--- config.mk ---
export PLATFORM = sky130hd
export DESIGN_NAME = fnd_scan_feeder
export DESIGN_NICKNAME = d
export VERILOG_FILES = /design/src/rtl/fnd_pkg.sv /design/src/rtl/bin2bcd_seq.sv /design/src/rtl/fnd_scan_feeder.sv
export SDC_FILE = /design/constraint.sdc
export NUM_CORES = 1
export LEC_CHECK = 0
export CAP_MARGIN = 20
export CORE_MARGIN = 3
export CORE_UTILIZATION = 35
export CTS_CLUSTER_SIZE = 16
export DETAILED_ROUTE_END_ITERATION = 7
export GPL_TIMING_DRIVEN = 0
export PLACE_DENSITY_LB_ADDON = 0.25
export SLEW_MARGIN = 20
export SYNTH_ARGS = -nofsm -noshare
export SYNTH_HDL_FRONTEND = slang
export SYNTH_SLANG_ARGS = --single-unit
--- constraint.sdc ---
create_clock -name i_clk -period 1.7 [get_ports i_clk]
set_clock_uncertainty 0.15 [all_clocks]
set_input_delay 0.17 -clock i_clk [delete_from_list [all_inputs] [get_ports i_clk]]
set_output_delay 0.17 -clock i_clk [all_outputs]
set_load 0.1 [all_outputs]
--- src/rtl/fnd_pkg.sv ---
// ============================================================================
// Module   : fnd_pkg
// Purpose  : Shared types and constants for the FND scan feeder.
// Revision : 1.0
// ============================================================================
`default_nettype none

package fnd_pkg;

    localparam int FND_DIGITS = 4;
    localparam int BCD_MAX    = 9999;

    typedef logic [3:0] bcd_t;

    typedef enum logic [1:0] {
        ST_IDLE   = 2'd0,
        ST_SHIFT  = 2'd1,
        ST_COMMIT = 2'd2
    } state_t;

    // Double-dabble correction applied before each shift.
    function automatic bcd_t add3(input bcd_t d);
        return (d >= 4'd5) ? bcd_t'(d + 4'd3) : d;
    endfunction

endpackage

`default_nettype wire

--- src/rtl/bin2bcd_seq.sv ---
// ============================================================================
// Module   : bin2bcd_seq
// Purpose  : Handshaked sequential binary-to-BCD converter (shift-add-3).
// Revision : 1.0
// ============================================================================
`default_nettype none

module bin2bcd_seq
    import fnd_pkg::*;
#(
    parameter int IN_W = 14
) (
    input  logic                    i_clk,
    input  logic                    i_reset_n,
    input  logic                    i_valid,
    input  logic [IN_W-1:0]         i_bin,
    output logic                    o_ready,
    output logic                    o_ovf,
    output logic                    o_done,
    output logic [FND_DIGITS*4-1:0] o_digits
);

    localparam logic [IN_W-1:0] c_bcd_max = IN_W'(BCD_MAX);
    localparam logic [3:0]      c_last    = 4'(IN_W - 1);

    state_t                    r_state;
    state_t                    w_state_next;
    logic [IN_W-1:0]           r_bin;
    logic [FND_DIGITS*4-1:0]   r_scratch;
    logic [FND_DIGITS*4-1:0]   w_adj;
    logic [3:0]                r_cnt;
    logic                      r_ovf;
    logic                      w_accept;

    assign w_accept = (r_state == ST_IDLE) && i_valid;

    generate
        for (genvar gi = 0; gi < FND_DIGITS; gi++) begin : g_adj
            assign w_adj[4*gi +: 4] = add3(r_scratch[4*gi +: 4]);
        end
    endgenerate

    always_comb begin
        w_state_next = r_state;
        case (r_state)
            ST_IDLE:   if (i_valid) w_state_next = ST_SHIFT;
            ST_SHIFT:  if (r_cnt == c_last) w_state_next = ST_COMMIT;
            ST_COMMIT: w_state_next = ST_IDLE;
            default:   w_state_next = ST_IDLE;
        endcase
    end

    always_ff @(posedge i_clk or negedge i_reset_n) begin
        if (!i_reset_n) begin
            r_state <= ST_IDLE;
        end else begin
            r_state <= w_state_next;
        end
    end

    always_ff @(posedge i_clk or negedge i_reset_n) begin
        if (!i_reset_n) begin
            r_bin     <= '0;
            r_scratch <= '0;
            r_cnt     <= '0;
            r_ovf     <= 1'b0;
        end else if (w_accept) begin
            r_bin     <= (i_bin > c_bcd_max) ? c_bcd_max : i_bin;
            r_ovf     <= (i_bin > c_bcd_max);
            r_scratch <= '0;
            r_cnt     <= '0;
        end else if (r_state == ST_SHIFT) begin
            r_scratch <= {w_adj[FND_DIGITS*4-2:0], r_bin[IN_W-1]};
            r_bin     <= {r_bin[IN_W-2:0], 1'b0};
            r_cnt     <= r_cnt + 4'd1;
        end
    end

    assign o_ready  = (r_state == ST_IDLE);
    assign o_done   = (r_state == ST_COMMIT);
    assign o_ovf    = r_ovf;
    assign o_digits = r_scratch;

endmodule

`default_nettype wire

--- src/rtl/fnd_scan_feeder.sv ---
// ============================================================================
// Module   : fnd_scan_feeder
// Purpose  : Binary-to-BCD front end that scans four digits into an FND
//            decoder. Define FND_LEADING_ZERO_BLANK_EN to blank leading zeros.
// Revision : 1.0
// ============================================================================
`default_nettype none

module fnd_scan_feeder
    import fnd_pkg::*;
#(
    parameter int CLK_DIV = 100000,
    parameter int IN_W    = 14
) (
    input  logic            i_clk,
    input  logic            i_reset_n,
    input  logic            i_valid,
    input  logic [IN_W-1:0] i_bin,
    output logic            o_ready,
    input  logic            i_en,
    output logic [1:0]      o_digitSelect,
    output logic [3:0]      o_value,
    output logic            o_en,
    output logic            o_ovf
);

    localparam int c_pw = $clog2(CLK_DIV);
    localparam int c_sw = $clog2(FND_DIGITS);

    logic [c_pw-1:0]         r_presc;
    logic [c_sw-1:0]         r_scan;
    logic [FND_DIGITS*4-1:0] r_disp;
    logic [FND_DIGITS*4-1:0] w_digits;
    logic                    w_done;
    logic                    w_tick;
    logic                    w_blank;

    bin2bcd_seq #(
        .IN_W (IN_W)
    ) u_bin2bcd (
        .i_clk     (i_clk),
        .i_reset_n (i_reset_n),
        .i_valid   (i_valid),
        .i_bin     (i_bin),
        .o_ready   (o_ready),
        .o_ovf     (o_ovf),
        .o_done    (w_done),
        .o_digits  (w_digits)
    );

    assign w_tick = (r_presc == c_pw'(CLK_DIV - 1));

    always_ff @(posedge i_clk or negedge i_reset_n) begin
        if (!i_reset_n) begin
            r_presc <= '0;
            r_scan  <= '0;
        end else begin
            r_presc <= w_tick ? '0 : r_presc + c_pw'(1);
            if (w_tick) begin
                r_scan <= r_scan + c_sw'(1);
            end
        end
    end

    // Display is loaded only from a finished conversion, so the scan never tears.
    always_ff @(posedge i_clk or negedge i_reset_n) begin
        if (!i_reset_n) begin
            r_disp <= '0;
        end else if (w_done) begin
            r_disp <= w_digits;
        end
    end

`ifdef FND_LEADING_ZERO_BLANK_EN
    always_comb begin
        w_blank = 1'b0;
        case (r_scan)
            2'd1:    w_blank = (r_disp[15:4]  == 12'd0);
            2'd2:    w_blank = (r_disp[15:8]  == 8'd0);
            2'd3:    w_blank = (r_disp[15:12] == 4'd0);
            default: w_blank = 1'b0;
        endcase
    end
`else
    assign w_blank = 1'b0;
`endif

    assign o_digitSelect = r_scan;
    assign o_value       = r_disp[{r_scan, 2'b00} +: 4];
    assign o_en          = i_en && !w_blank;

endmodule

`default_nettype wire

; ---- After elaboration in Yosys (flattened, before gate mapping)
; Index checks and enable logic that the tools add are counted.
[totals]
reg_bits = 72
in_bits = 18
out_inout_bits = 9
wordCells = 46
[op_classes]
n_addsub = 7
n_lt_le_gt_ge = 5
eq_ne = 6
shifts = 1
n_mux = 15
n_reduce_logical = 4
[op_table]
columns = cell, count
row1 = 14-bit 2-to-1 mux, 3
row2 = 16-bit 2-to-1 mux, 2
row3 = 4-bit 2-to-1 mux, 5
row4 = "17-bit by 1-bit adder with 17-bit output, second input constant", 1
row5 = "17-bit == test, second input constant", 1
row6 = 17-bit 2-to-1 mux, 1
row7 = "4-bit by 3-bit greater-or-equal comparator with 1-bit output, second input constant", 4
row8 = 16-bit by 5-bit indexed part select with 4-bit output, 1
row9 = "14-bit > comparator, second input constant", 1
row10 = "4-bit by 2-bit adder with 4-bit output, second input constant", 3
row11 = "4-bit by 1-bit adder with 4-bit output, second input constant", 1
row12 = "4-bit == test, second input constant", 1
row13 = 2-bit 2-to-1 mux, 2
row14 = 2-bit case mux with 2 select lines, 1
row15 = "3-bit by 2-bit adder with 3-bit output, second input constant", 1
row16 = 3-bit 2-to-1 mux, 1
row17 = "2-bit by 1-bit adder with 2-bit output, second input constant", 1
row18 = "2-bit by 1-bit == test with 1-bit output, second input constant", 1
row19 = "2-bit == test, second input constant", 1
row20 = 2-bit logical NOT, 1
row21 = "2-bit by 1-bit inequality test with 1-bit output, second input constant", 1
row22 = "2-bit inequality test, second input constant", 1
row23 = 2-bit AND reduction, 1
row24 = 2-bit nonzero test, 1
row25 = 1-bit logical AND, 1

; ---- Depth between registers and ports, before layout
; Gate-level depths: netlist of the first run.
[logic_depth]
ltp_word = 4
depth_mapped = 6
ltp_nobuf = 6

; ---- Cells and area by module
; Synthesis of the first run repeated with hierarchy kept, for this count alone.
[hier_totals]
cells_unflattened = 312
hier_area_um2 = 3603.5
[modules_own_cells]
columns = module, instances, cells_per_inst, area_each_um2, seq_area_each_um2
row1 = bin2bcd_seq, 1, 192, 1990.7, 925.9
row2 = fnd_scan_feeder, 1, 120, 1612.8, 875.8

; ---- Least setup slack after synthesis of the first run
; No wires, ideal clock.
[synth_timing]
path_type = reg-to-output
startpoint = reg r_scan[0], in the netlist o_digitSelect[0]
endpoint = out o_value[0]
arrival_time_ns = 2.142
required_ns = 1.380
path_slack_ns = -0.762
path_stages_with_launch = 3
n_path_buf = 1
path_cell_list = dfrtp_1 > clkbuf_1 > mux4_2
[synth_via]
elab_chain_cells = 1
[synth_rtl]
columns = element, line_no
row1 = from (decl), fnd_scan_feeder.sv:31  ; logic [c_sw-1:0] r_scan;
row2 = from (signal assigned), fnd_scan_feeder.sv:60  ; r_scan <= r_scan + c_sw'(1);
row3 = 16-bit by 5-bit indexed part select with 4-bit output, fnd_scan_feeder.sv:89  ; assign o_value = r_disp[{r_scan, 2'b00} +: 4];
row4 = to (decl), fnd_scan_feeder.sv:22  ; output logic [3:0] o_value,
; Every way passes these cells.

; ---- Worst setup path after layout of the first run
[layout_timing]
startpoint = reg r_scan[0], in the netlist o_digitSelect[0]
endpoint = out o_value[3]
; The elaborated chain is that of the path after synthesis.

==> impl_metrics.tcl, run 1 <==
set metrics [dict create \
    status "complete, but fails checks" \
    violations "setup timing" \
    antenna_found_initial 0 \
    drive_gt1_frac 0.273 \
    grt_usage 0.141 \
    final-hold-violation-count 0 \
    hold_class "input pin to asynchronous set/reset pin" \
    cp.required_ns 1.38 \
    first_global_vias 2491 \
    cts_buffer_depth 2 \
    portBuffers 25 \
    vdd_drop_max_mv 1.05 \
    synth_async_sr_flop_share 1.00 \
    grt_pass1_wl_mm 12.5 \
    fin_cells 495 \
    antenna_cells 0 \
    clk_pin_slew_ns 0.07 \
    synthFlopType "dfrtp_1" \
    synthMostInstantiatedCell "dfrtp_1" \
    viasPerCell 5.12 \
    slew_headroom 0.353 \
    p_leak_nw 1.85 \
    fmax_mhz 513 \
    powerDensity_nw_per_um2 1630 \
    synthTopCellsByArea "dfrtp_1, nand3_1, ha_1" \
    clkPwrFrac 0.178 \
    p_sw_frac 0.392 \
    drc 0 \
    final_core_util 0.461 \
    place_congestion 0.760 \
    ant_nets 0 \
    wirelength_mm 7.40 \
    critPathKind "register to output port" \
    critPathLaunchType "register" \
    dp_hpwl_mm 5.10 \
    final_max_slew_viol_count 0 \
    power_frac_seq 0.392 \
    h-tree-depth 3 \
    wire_per_inst_um 14.9 \
    dr.first_iter.drc_count 103 \
    insertion_delay_ns 0.33 \
    worst_slack_ns -0.248 \
    synthCells 315 \
    ys_top_cells_by_count "dfrtp_1, nand2_1, nand3_1" \
    power.switching_w 0.00276 \
    drv_cap 0 \
    synth_edf_count 0 \
    synth_cell_types 41 \
    p_total_w 0.00704 \
    num_vias 2533 \
    grt_start_max_net_pins 45 \
    core-area_um2 9370 \
    cts_tree "built" \
    first_pass_iters 4 \
    period_minus_slack_ns 1.95 \
    crit_start "o_digitSelect[0]$_DFFE_PN0N_" \
    timing.rr.start "r_presc[0]$_DFF_PN0_" \
    die_y_um 105 \
    tightest_slew_ns 0.967 \
    initial_core_util 0.366 \
    comb_power_share 0.430 \
    synth.net_count 344 \
    area_delta_synth_final_pct 26.1 \
    synth_top_cell_area_share 0.526 \
    rsz0062_at_grt "true" \
    dp_slack_ns -0.718 \
    root_buffer "clkbuf_8" \
    yosys.area.top_type "dfrtp_1" \
    row_count 35 \
    io_pins 27 \
    ys_warn_count 0 \
    endpoint_kind "output port" \
    die_area_um2 11000 \
    internal_power_w 0.00428 \
    path_max_fanout 5 \
    dp_cells 470 \
    syn_area_per_cell_um2 10.9 \
    critPathArrivalTime_ns 1.63 \
    fin_crit_sh 1.15 \
    fillers 902 \
    syn_area_um2 3430 \
    totalNegativeSetupSlack_ns -1.34 \
    clock_sinks 72 \
    fp.dieW_um 105 \
    nNetsFinal 392 \
    ys_ff_latch 72 \
    grt_overflow 0 \
    setup_viol 16 \
    seq_area_frac_synth 0.526 \
    cts_buffers 9 \
]
[cells by family (layout without fill, tap and decap cells)]
group / Yosys count / after routing / synth area share
compound gates: 59 / 59 / 0.111
mux: 16 / 16 / 0.0653
xor+xnor: 22 / 22 / 0.0584
buf+inv: 26 / 77 / 0.0318
flops: 72 / 72 / 0.526
simple gates: 109 / 109 / 0.168
fa+ha+maj: 11 / 11 / 0.0401
[final timing paths]
kind	end	slack, ns	depth (start not counted)
worst max-delay path	o_value[3]	-0.25	3
worst max register to register	o_digitSelect[0]$_DFFE_PN0N_	-0.05	5
worst min register to register	u_bin2bcd.r_bin[13]$_DFFE_PN0P_	0.33	2
max in group asynchronous	u_bin2bcd.r_state[0]$_DFFE_PN0P_	0.69	3
min in group i_clk	u_bin2bcd.r_bin[0]$_DFFE_PN0P_	0.28	3
worst min-delay path	r_presc[13]$_DFF_PN0_	0.15	2
[sequential cells by signal, summed over array words and instances, names as in the netlist]
name,flops
u_bin2bcd.o_ovf,1
u_bin2bcd.r_state,2
r_presc,17
u_bin2bcd.o_digits,16
u_bin2bcd.r_cnt,4
r_disp,16
o_digitSelect,2
u_bin2bcd.r_bin,14
[layout make-up]
cell class              instances  area (um^2)  area share
plain buffers                  14          113      0.0260
clock buffers                  14          183      0.0422
inverters                       9         33.8     0.00781
multi-input cells             217         1630       0.378
flip-flops and latches         72         1810       0.419
well taps                     129          161      0.0373
repair buffers                 40          389      0.0900
[cell usage in the layout (no fill, tap or decap), drive strengths merged, types with 2 or more instances in the layout]
cell	synthesis	routed
dfrtp	72	72
nand2	29	29
nand3	28	28
buf	3	26
o21ai	25	25
clkbuf	14	23
clkdlybuf4s50	0	16
nor2	14	14
xor2	13	13
mux2	11	11
ha	11	11
xnor2	9	9
inv	9	9
o31ai	8	8
nand4	7	7
a22oi	7	7
nor3	6	6
a21oi	6	6
nand2b	6	6
mux4	4	4
a32o	4	4
o22ai	4	4
and4	4	4
nor3b	3	3
or3	2	2
nor2b	2	2
a221o	2	2
nor4	2	2
[per-stage QoR]
stage | area (um^2) | hold slack [ns]
after CTS | 4200 | 0.154
after detailed placement | 3880 | -0.0211
final | 4320 | 0.154
after global placement | 3860 | 0.304
after floorplan | 3450 | -0.276
after global routing | 4320 | 0.185
[per-layer routing]
layer / vias to the layer above / routed length (um) / GRT usage
met5: - / 0 / 0
met1: 1243 / 3870 / 0.203
met4: 0 / 94 / 0.0366
met2: 54 / 3190 / 0.212
met3: 9 / 247 / 0.0340
li1: 1227 / - / -
[worst max-delay path: stages, from the launching register on]
cell       delay [ns]
dfrtp_4          0.48
clkbuf_16        0.16
mux4_2           0.46
buf_12           0.19
[power by group through the flow]
stage                     logic (W)  registers, W  clock network, W
after global placement      0.00261       0.00273                 0
after detailed placement    0.00267       0.00274                 0
after floorplan             0.00198       0.00269                 0
final                       0.00302       0.00276           0.00125
after CTS                   0.00286       0.00274           0.00130
after global routing        0.00335       0.00286           0.00136
[repair_timing]
action | in CTS | in global routing
resized for setup | 71 | 37
buffers inserted | 4 | 8
hold buffers | 1 | 0
endpoints found under the hold margin | 72 | 0
endpoints found under the setup margin | 62 | 48
cloned | 0 | 1
pin swaps | 4 | 8
Power figures use the tool's default switching activity.
==> run 2: changes to the inputs <==
--- a/config.mk
+++ b/config.mk
@@ -7,7 +7,7 @@
 export LEC_CHECK = 0
 export CAP_MARGIN = 20
 export CORE_MARGIN = 3
-export CORE_UTILIZATION = 35
+export CORE_UTILIZATION = 37
 export CTS_CLUSTER_SIZE = 16
 export DETAILED_ROUTE_END_ITERATION = 7
 export GPL_TIMING_DRIVEN = 0
==> impl_metrics.tcl, run 2 (synthesized netlist as in run 1, its figures left out) <==
set metrics [dict create \
    core-area_um2 8850 \
    hold_class "input pin to asynchronous set/reset pin" \
    h-tree-depth 3 \
    rsz0062_at_grt "true" \
    dp_hpwl_mm 5.12 \
    cp_slowest_cell "dfrtp_4" \
    tightest_slew_ns 0.961 \
    top_register "r_presc" \
    io_pins 27 \
    drc 0 \
    p_leak_nw 1.93 \
    fillers 803 \
    worst_slack_ns -0.261 \
    status "complete, but fails checks" \
    final_cell_mix "dfrtp_1, nand2_1, nand3_1, o21ai_0, buf_4" \
    insertion_delay_ns 0.34 \
    p_total_w 0.00780 \
    cp.required_ns 1.38 \
    critPathArrivalTime_ns 1.64 \
    die_y_um 102 \
    critPathLaunchType "register" \
    num_vias 2595 \
    final_max_slew_viol_count 0 \
    wirelength_mm 7.65 \
    portBuffers 25 \
    drive_gt1_frac 0.309 \
    drv_cap 0 \
    rrSetupSlack_ns -0.05 \
    antenna_cells 0 \
    grt_overflow 0 \
    clock_sinks 72 \
    cts_buffers 9 \
    grt_pass1_wl_mm 12.9 \
    first_global_vias 2622 \
    final_core_util 0.504 \
    grt_usage 0.157 \
    critPathKind "register to output port" \
    initial_core_util 0.387 \
    dr.first_iter.drc_count 118 \
    violations "setup timing" \
    first_pass_iters 4 \
    slew_headroom 0.358 \
    final-hold-violation-count 0 \
    largest_reg_flops 17 \
    place_congestion 0.822 \
    row_count 34 \
    path_max_fanout 5 \
    fp.dieW_um 102 \
    powerDensity_nw_per_um2 1750 \
    cts_buffer_depth 2 \
    cpPeakStageDelay_ns 0.49 \
    setup_viol 15 \
    fin_crit_sh 1.15 \
    root_buffer "clkbuf_8" \
    crit_chain "clkbuf_16 > mux4_2 > buf_12" \
    area_delta_synth_final_pct 30.2 \
    antenna_found_initial 0 \
    wire_per_inst_um 15.9 \
    final_common_cell "dfrtp_1" \
    clk_pin_slew_ns 0.08 \
    vdd_drop_max_mv 1.05 \
    endpoint_kind "output port" \
    viasPerCell 5.41 \
    die_area_um2 10500 \
    cts_tree "built" \
    fmax_mhz 510 \
    nNetsFinal 396 \
    period_minus_slack_ns 1.96 \
    ant_nets 0 \
    grt_start_max_net_pins 40 \
]
==> run 2: path summary, 6_finish.rpt <==
path	start	end	cells after the start
worst max-delay path	o_digitSelect[0]$_DFFE_PN0N_	o_value[3]	3
worst max register to register	r_presc[11]$_DFF_PN0_	o_digitSelect[0]$_DFFE_PN0N_	4
worst min register to register	u_bin2bcd.r_bin[13]$_DFFE_PN0P_	u_bin2bcd.r_bin[13]$_DFFE_PN0P_	2
worst min-delay path	i_reset_n	r_presc[13]$_DFF_PN0_	2
max in group asynchronous	i_reset_n	u_bin2bcd.r_state[1]$_DFFE_PN0P_	3
min in group i_clk	i_bin[0]	u_bin2bcd.r_bin[0]$_DFFE_PN0P_	3
==> run 2: repair_timing <==
action	CTS	global route
endpoints found under the hold margin	33	0
resized for setup	78	40
buffers inserted	9	7
pin swaps	8	6
gates cloned	1	0
endpoints found under the setup margin	60	55
hold buffers	1	0
==> run 2: area by class of cell <==
cell class                      instances  area [um^2]  share of cell area
Inverter                                9         33.8             0.00757
Tap cell                              108          135              0.0303
Sequential cell                        72         1810               0.406
Timing Repair Buffer                   44          428              0.0959
Multi-Input combinational cell        217         1670               0.375
Clock buffer                           11          141              0.0317
Clock inverter                          5          128              0.0286
Buffer                                 14          113              0.0252
==> run 2: power by group <==
group	switching (W)	internal [W]	total, W
logic	0.00180	0.00141	0.00321
clock network	0.000658	0.00116	0.00182
registers	0.000466	0.00230	0.00276
total	0.00292	0.00488	0.00780
==> run 2: routing by layer <==
metal  GRT usage  wire length, um  up-vias
met4      0.0394               57        0
met2       0.240             3530       53
met3      0.0375              252        5
li1            -                -     1241
met5           0                0        -
met1       0.227             3810     1296
==> run 2: critical path: cells and delay by family (launching register included) <==
| kind | cells | cell delay, ns |
|---|---|---|
| flip-flops | 1 | 0.49 |
| buffers and inverters | 2 | 0.35 |
| multiplexers | 1 | 0.46 |
==> run 2: per-stage QoR <==
| step | instance area (um^2) | hold slack (ns) | TNS, ns | worst slack, ns | instances |
|---|---|---|---|---|---|
| after global placement | 3830 | 0.307 | -177.85 | -2.73 | 448 |
| after floorplan | 3450 | -0.276 | -0.889 | -0.222 | 315 |
| after global routing | 4460 | 0.199 | -2.61 | -0.311 | 480 |
| final | 4460 | 0.164 | -1.43 | -0.261 | 480 |
| after CTS | 4310 | 0.162 | -1.75 | -0.286 | 474 |
| after detailed placement | 3850 | 0.00167 | -16.84 | -0.721 | 449 |
